<file path="src/rtl/seq_divider.sv">
// Multi-cycle signed restoring divider for the ALU DIV operation (quotient -> LO, remainder -> HI).
// Optional macro DIV_EARLY_EXIT_EN skips the leading-zero iterations of |dividend|.
module seq_divider #(
  parameter int WIDTH = 32
) (
  input  logic             Clock,
  input  logic             Clear,
  input  logic             start,
  input  logic [WIDTH-1:0] dividend,
  input  logic [WIDTH-1:0] divisor,
  output logic             busy,
  output logic             done,
  output logic [WIDTH-1:0] quotient,
  output logic [WIDTH-1:0] remainder,
  output logic             div_by_zero
);

  localparam int CW = $clog2(WIDTH + 1);

  typedef enum logic [1:0] {IDLE, ITER, FIX, DONE} state_t;

  state_t           state;
  logic             sign_q;
  logic             sign_r;
  logic             dz;
  logic [WIDTH-1:0] mag_dvs;
  logic [WIDTH-1:0] rem;
  logic [WIDTH-1:0] dq;
  logic [CW-1:0]    n;

  logic [WIDTH-1:0] abs_dvd;
  logic [WIDTH-1:0] abs_dvs;
  logic [WIDTH-1:0] p;
  logic [WIDTH:0]   trial;
  logic [WIDTH-1:0] dq_init;
  logic [CW-1:0]    n_init;

  // |0x80..0| wraps back to 0x80..0, which is the correct unsigned magnitude
  always_comb begin
    abs_dvd = dividend[WIDTH-1] ? -dividend : dividend;
    abs_dvs = divisor[WIDTH-1]  ? -divisor  : divisor;
  end

  always_comb begin
    p     = {rem[WIDTH-2:0], dq[WIDTH-1]};
    trial = {1'b0, p} - {1'b0, mag_dvs};
  end

`ifdef DIV_EARLY_EXIT_EN
  logic [CW-1:0] clz;
  logic          found;

  always_comb begin
    clz   = CW'(WIDTH);
    found = 1'b0;
    for (int unsigned i = 0; i < WIDTH; i++) begin
      if (!found && abs_dvd[WIDTH-1-i]) begin
        clz   = CW'(i);
        found = 1'b1;
      end
    end
    dq_init = abs_dvd << clz;
    n_init  = CW'(WIDTH) - clz;
  end
`else
  always_comb begin
    dq_init = abs_dvd;
    n_init  = CW'(WIDTH);
  end
`endif

  always_ff @(posedge Clock) begin
    if (Clear) begin
      state       <= IDLE;
      busy        <= 1'b0;
      done        <= 1'b0;
      quotient    <= '0;
      remainder   <= '0;
      div_by_zero <= 1'b0;
      sign_q      <= 1'b0;
      sign_r      <= 1'b0;
      dz          <= 1'b0;
      mag_dvs     <= '0;
      rem         <= '0;
      dq          <= '0;
      n           <= '0;
    end else begin
      case (state)
        IDLE: begin
          done <= 1'b0;
          if (start) begin
            sign_q  <= dividend[WIDTH-1] ^ divisor[WIDTH-1];
            sign_r  <= dividend[WIDTH-1];
            mag_dvs <= abs_dvs;
            rem     <= '0;
            n       <= n_init;
            busy    <= 1'b1;
            // on divide-by-zero dq keeps the unshifted |dividend| for the remainder output
            if (divisor == '0) begin
              dz    <= 1'b1;
              dq    <= abs_dvd;
              state <= FIX;
            end else begin
              dz    <= 1'b0;
              dq    <= dq_init;
              state <= (n_init == '0) ? FIX : ITER;
            end
          end
        end
        ITER: begin
          dq  <= {dq[WIDTH-2:0], ~trial[WIDTH]};
          rem <= trial[WIDTH] ? p : trial[WIDTH-1:0];
          n   <= n - CW'(1);
          if (n == CW'(1))
            state <= FIX;
        end
        FIX: begin
          if (dz) begin
            quotient    <= '0;
            remainder   <= sign_r ? -dq : dq;
            div_by_zero <= 1'b1;
          end else begin
            quotient    <= sign_q ? -dq : dq;
            remainder   <= sign_r ? -rem : rem;
            div_by_zero <= 1'b0;
          end
          done  <= 1'b1;
          state <= DONE;
        end
        DONE: begin
          done  <= 1'b0;
          busy  <= 1'b0;
          state <= IDLE;
        end
        default: state <= IDLE;
      endcase
    end
  end

endmodule

</file>
<file path="config.mk">
export PLATFORM = sky130hd
export DESIGN_NAME = seq_divider
export DESIGN_NICKNAME = d
export VERILOG_FILES = /design/src/rtl/seq_divider.sv
export SDC_FILE = /design/constraint.sdc
export NUM_CORES = 1
export LEC_CHECK = 0
export CORE_ASPECT_RATIO = 0.7
export CORE_MARGIN = 1.5
export CORE_UTILIZATION = 40
export DETAILED_ROUTE_END_ITERATION = 8
export HOLD_SLACK_MARGIN = 0.03
export PLACE_DENSITY = 0.56
export SKIP_CTS_REPAIR_TIMING = 1
export SYNTH_ARGS = -nofsm -noshare
export SYNTH_HDL_FRONTEND = slang
export SYNTH_SLANG_ARGS = --single-unit
</file>
<file path="constraint.sdc">
create_clock -name Clock -period 8.71 [get_ports Clock]
set_clock_uncertainty 0.05 [all_clocks]
set_input_delay 1.3065 -clock Clock [delete_from_list [all_inputs] [get_ports Clock]]
set_output_delay 1.3065 -clock Clock [all_outputs]
set_load 0.01 [all_outputs]
</file>
==> metrics, run 1 <==
drt total wl 35,100 um; Netlist cell types 61; number of synthesized flops with an enable pin 0; total gr overflow 0; fin crit period 4450 ps; All-Layer GR Usage 23.4%; # fillers about 2,900; max_cap viols 0; main combinational cell family by area after synthesis compound AO/OA/AOI/OAI gates; largest area contributor in the netlist dfxtp_1; Worst-Margin Slew 1200 ps; ys flop type dfxtp_1; P per Cell Area 264 nW/um^2; post-synth top area share just under 30%; Antenna Violating Nets Remaining 0; I/O Pins about 130; Worst Hold Path Cells 2; PortBufs 133; Synth Area in Compound Gates 23.0%; Via Count 11,200; Max Transition Viols Final 0; clock slew at reported path FFs 60 ps; Peak VDD IR between 0.2 and 0.25 mV; pre-CTS setup slack slightly above 4000 ps; drt wl/cell 17.5 um; P_leak 5.01 nW; post-route setup slack roughly 4300 ps; worst path cell trace inv_1 > ha_1 > fa_1 > nand2b_1 > a21oi_1 > a2111oi_0 > o31ai_1 > a31oi_1 > nand3b_1 > a31oi_1 > o21ai_2 > buf_4 > mux2_2 > a22o_1; post-synthesis sequential area ratio 29.8%; clock insertion delay at the later pin of the skew report 450 ps; synthesized instance count about 1,600; WS Path Type flop to flop; TritonCTS buffer count 17; Final GP Congestion 0.855; number of global-route vias before repair 10,400; status completed; Post-synth ARST share 0%; Die Wd 207 um; die footprint 30,300 sq um; Vias/cell 5.58; Setup Viol. Count Final 0; mux contribution to synthesized area 3.80%; Final Hold Fails 0; clock sinks approximately 170; syn_nets 1,680; top post-synthesis cells by area dfxtp_1 30%, nand2_1 7.5%, xor2_1 5.8%, o21ai_0 5.7%, a21oi_1 4.8%; initial drt markers 780; Crit. End Element flop; commonest non-fill, non-tap cells in the layout 234 x nand2_1, 172 x dfxtp_1, 140 x nor2_1; Synth warnings 0; Clock Tree Root clkbuf_16; slowest stage cell, crit path o31ai_1; first-pass GRT wire length 56,700 um; HP Class flop to flop; Reg2Reg Depth 14; Die Y 146 um; CTS tree done; row count 52; dpl hpwl 25,800 um; Req. time, crit path around 9000 ps; cell mode on critical path a31oi_1; most common cell after layout, fill and taps aside nand2_1; #FFs+latches synth 174; P&R area growth vs syn 17.7%; Clock Path Buffers 2; Final #Nets between 1,500 and 2,000; Syn Area/Cell around 7.5 sq um; max incr delay on CP 580 ps; largest net degree at the start of global routing 88; TNS Setup 0 ps; share of the clock period used by the worst path 51.1%; Synth Area in XOR/XNOR between 10% and 20%; CP Max Fanout 27; R2R setup slack 4260 ps; fmax 225 MHz; RSZ-0062 raised after global routing no; Simple-Gate Fraction of Synth Area 22.8%; Core ar. 28,800 sq um; CTS H-Tree Depth 4; initial antenna violation count 0; share of layout cells above drive strength 1 between 4 and 5%; n_diodes 0; Initial Util 40.5%; Rel. slew slack 20.0%; Adder-Cell Fraction of Synth Area just under 5%; CP arrival 4740 ps; First-pass DRT Iterations 9; cell area after synthesis about 12,000 sq um; type of origin of the critical path flop; DRC 0
-- flip-flops by register name (all words and copies together) (netlist names) --
name	cells
n	6
state	2
div_by_zero	1
sign_r	1
busy	1
remainder	32
sign_q	1
done	1
dz	1
dq	32
mag_dvs	32
quotient	32
rem	32
-- per-stage QoR --
step                      power, W  cells  cell area [sq um]  utilization [%]  hold WS (ps)
final                      0.00363   2012              13800             47.7           411
after global routing       0.00389   2012              13800             47.7           433
after CTS                  0.00363   2012              13800             47.7           416
after detailed placement   0.00285   1982              13200             45.7           398
after global placement     0.00283   1982              13200             45.7           396
after floorplan            0.00234   1568              11700                -           382
-- cells by family after synthesis --
kind of cell	count (synthesis)
adder cells (fa/ha/maj)	45
multiplexers	43
AO/OA/AOI/OAI	433
flip-flops	174
AND/OR/NAND/NOR	572
buffers and inverters	163
XOR/XNOR	138
-- metal layers --
metal | global-route usage, % | part of all wire [%] | routed length [um]
met5 | 0 | 0 | 0
met4 | 6.40 | 1.5 | 532
met3 | 5.96 | 6.3 | 2200
met2 | 34.6 | 42 | 14700
met1 | 33.5 | 50 | 17700
-- area by class of cell --
| class | instances | area [sq um] | area share (%) |
|---|---|---|---|
| timing repair buffer | 143 | 1400 | 10.2 |
| clock inverter | 10 | 141 | 1.03 |
| clock buffer | 20 | 437 | 3.18 |
| inverter | 56 | 210 | 1.53 |
| sequential | 174 | 3490 | 25.4 |
| multi-input combinational | 1231 | 7600 | 55.3 |
| tap | 378 | 473 | 3.44 |
-- worst paths after layout --
path / startpoint / end
worst max register to register: dq[31] / rem[3]
worst max-delay path: dq[31] / rem[3]
worst min register to register: mag_dvs[31] / mag_dvs[31]
worst min-delay path: mag_dvs[31] / mag_dvs[31]
-- Yosys cell counts, types with 41 or more instances --
master	instances
inv_1	55
dfxtp_1	174
a211oi_1	61
nand2_1	234
ha_1	44
mux2i_1	41
o21ai_0	133
clkbuf_1	83
nor2_1	140
nand3_1	43
a21oi_1	111
xnor2_1	60
xor2_1	78
-- worst max-delay path, delay by kind of cell (launching register included) --
| family | cells | cell delay [ps] |
|---|---|---|
| buffers and inverters | 2 | 590 |
| AND/OR/NAND/NOR | 2 | 360 |
| flip-flops | 1 | 340 |
| multiplexers | 1 | 390 |
| AO/OA/AOI/OAI | 7 | 1920 |
| adder cells (fa/ha/maj) | 2 | 640 |
-- report_power, final --
part           internal (W)  leakage [nW]  switching (W)  total, W
Sequential         0.000947          1.42       0.000242   0.00119
Clock              0.000448         0.276       0.000328  0.000776
Combinational      0.000652          3.32        0.00101   0.00166
Note: power is estimated with default switching activity, not from simulation.
==> run 2: changes to the inputs <==
==> constraint.sdc (replaced) <==
create_clock -name Clock -period 4.6 [get_ports Clock]
set_clock_uncertainty 0.05 [all_clocks]
set_input_delay 0.69 -clock Clock [delete_from_list [all_inputs] [get_ports Clock]]
set_output_delay 0.69 -clock Clock [all_outputs]
set_load 0.01 [all_outputs]
==> metrics, run 2 (synthesized netlist as in run 1, its figures left out) <==
status complete, but fails checks; failing checks design-rule violations; share of the clock period used by the worst path 88.2%; I/O Pins 134; Reg2Reg Depth 14; # fillers roughly 2,900; Via Count 11,400; FF+latch area 3490 sq um; Worst-Margin Slew roughly 1300 ps; Reg power frac 30.6%; type of origin of the critical path flop; first-pass GRT wire length 57,000 um; max_cap viols 0; Clock Tree Root clkbuf_16; Clock Path Buffers 2; Die Wd 207 um; HP Class flop to flop; WS Path Type flop to flop; number of global-route vias before repair a little over 10,000; n_diodes 0; P_leak 5.13 nW; TritonCTS buffer count 17; P_int 0.00402 W; Initial Util 40.5%; clock slew at reported path FFs 70 ps; Setup Viol. Count Final 0; drt wl/cell approximately 18 um; CP arrival ~4300 ps; worst min-delay path startpoint mag_dvs[31]; CTS H-Tree Depth 4; initial drt markers approximately 940; Core ar. 28,800 sq um; switching power 0.00308 W; initial antenna violation count 0; Die Y 146 um; fin crit period 4060 ps; P per Cell Area 510 nW/um^2; Req. time, crit path 4840 ps; Comb power frac 47.3%; area of the multi-input gates 7600 sq um; drt total wl 36,000 um; Final GP Congestion approximately 0.87; total gr overflow 0; Cell Area, Placed 13,300 sq um; Total Power 0.00711 W; CTS tree done; RSZ-0062 raised after global routing no; P&R area growth vs syn 19.3%; R2R setup slack 540 ps; sw frac 43.4%; fmax 246 MHz; All-Layer GR Usage 23.6%; Final Instance Count excl. Fillers between 2,000 and 2,500; Worst Hold Path Cells 2; First-pass DRT Iterations 7; DRC 6; clock insertion delay at the later pin of the skew report 450 ps; share of layout cells above drive strength 1 5.63%; most common cell after layout, fill and taps aside nand2_1; row count 52; Final Hold Fails 0; Final #Nets roughly 1,800; die footprint 30,300 sq um; TNS Setup 0 ps; Peak VDD IR approximately 0.27 mV; largest net degree at the start of global routing 91; Core Util, Final 48.4%; power share of the clock group around 22%; Vias/cell 5.59; Crit. End Element flop; Design Area, Final 13,900 sq um; Rel. slew slack 15.3%; PortBufs about 130; CP Max Fanout 10; reg2reg end rem[15]; dpl hpwl about 27,000 um; worst r2r src dq[31]; clock sinks 174; Antenna Violating Nets Remaining 0; Max Transition Viols Final 0; Placed Instances around 2,000; commonest non-fill, non-tap cells in the layout 234 x nand2_1, 172 x dfxtp_1, 140 x nor2_1; Hold EP mag_dvs[31]
run 2: cell types whose count changed in the layout (fill, tap and decap cells not counted), sizes merged:
cell / previous run / this run
clkinv: 4 / 5
buf: 11 / 30
clkinvlp: 2 / 1
bufinv: 3 / 4
inv: 57 / 56
run 2: per-layer routing:
| layer | GRT usage, % | vias to the layer above | routed length [um] |
|---|---|---|---|
| li1 | - | 5670 | - |
| met1 | 36.7 | 5356 | 18400 |
| met2 | 33.8 | 311 | 15100 |
| met3 | 4.01 | 24 | 2170 |
| met4 | 4.26 | 0 | 326 |
| met5 | 0 | - | 0 |
run 2: worst max path at each step:
stage | startpoint | endpoint | slack (ps) | cells after the start
final | dq[31] | rem[15] | 540 | 14
after global routing | dq[31] | rem[9] | 250 | 14
after CTS | dq[31] | rem[15] | 580 | 14
after detailed placement | dividend[16] | dq[31] | 520 | 9
after global placement | dividend[16] | dq[31] | 550 | 9
after floorplan | dq[31] | rem[10] | 1180 | 15
run 2: metrics by stage:
step | worst slack (ps) | hold WS (ps)
2_1_floorplan | 1180 | 382
3_3_place_gp | 545 | 394
3_5_place_dp | 521 | 395
4_1_cts | 585 | 404
5_1_grt | 253 | 419
6_report | 541 | 401
run 2: area by class of cell:
cell class                      count  share of cell area, %
Multi-Input combinational cell   1231                   54.5
Sequential cell                   174                   25.0
Timing Repair Buffer              162                   11.1
Tap cell                          378                   3.39
Clock buffer                       20                   3.28
Inverter                           56                   1.51
Clock inverter                     10                   1.18
run 2: power by group through the flow:
| stage | Clock [W] | Sequential (W) | Combinational [W] |
|---|---|---|---|
| final | 0.00157 | 0.00217 | 0.00336 |
| after global routing | 0.00166 | 0.00221 | 0.00372 |
| after detailed placement | 0 | 0.00219 | 0.00331 |
| after floorplan | 0 | 0.00201 | 0.00242 |
| after CTS | 0.00160 | 0.00216 | 0.00334 |
| after global placement | 0 | 0.00219 | 0.00329 |
run 2: critical path, stage by stage, from the launching register on:
cell	delay (ps)
dfxtp_1	350
inv_1	60
ha_1	200
fa_1	400
nand2b_1	180
a21oi_1	240
a2111oi_0	140
o31ai_1	570
a31oi_1	290
nand3b_1	180
a31oi_1	170
o21ai_2	440
buf_4	310
mux2i_1	200
o21ai_0	110
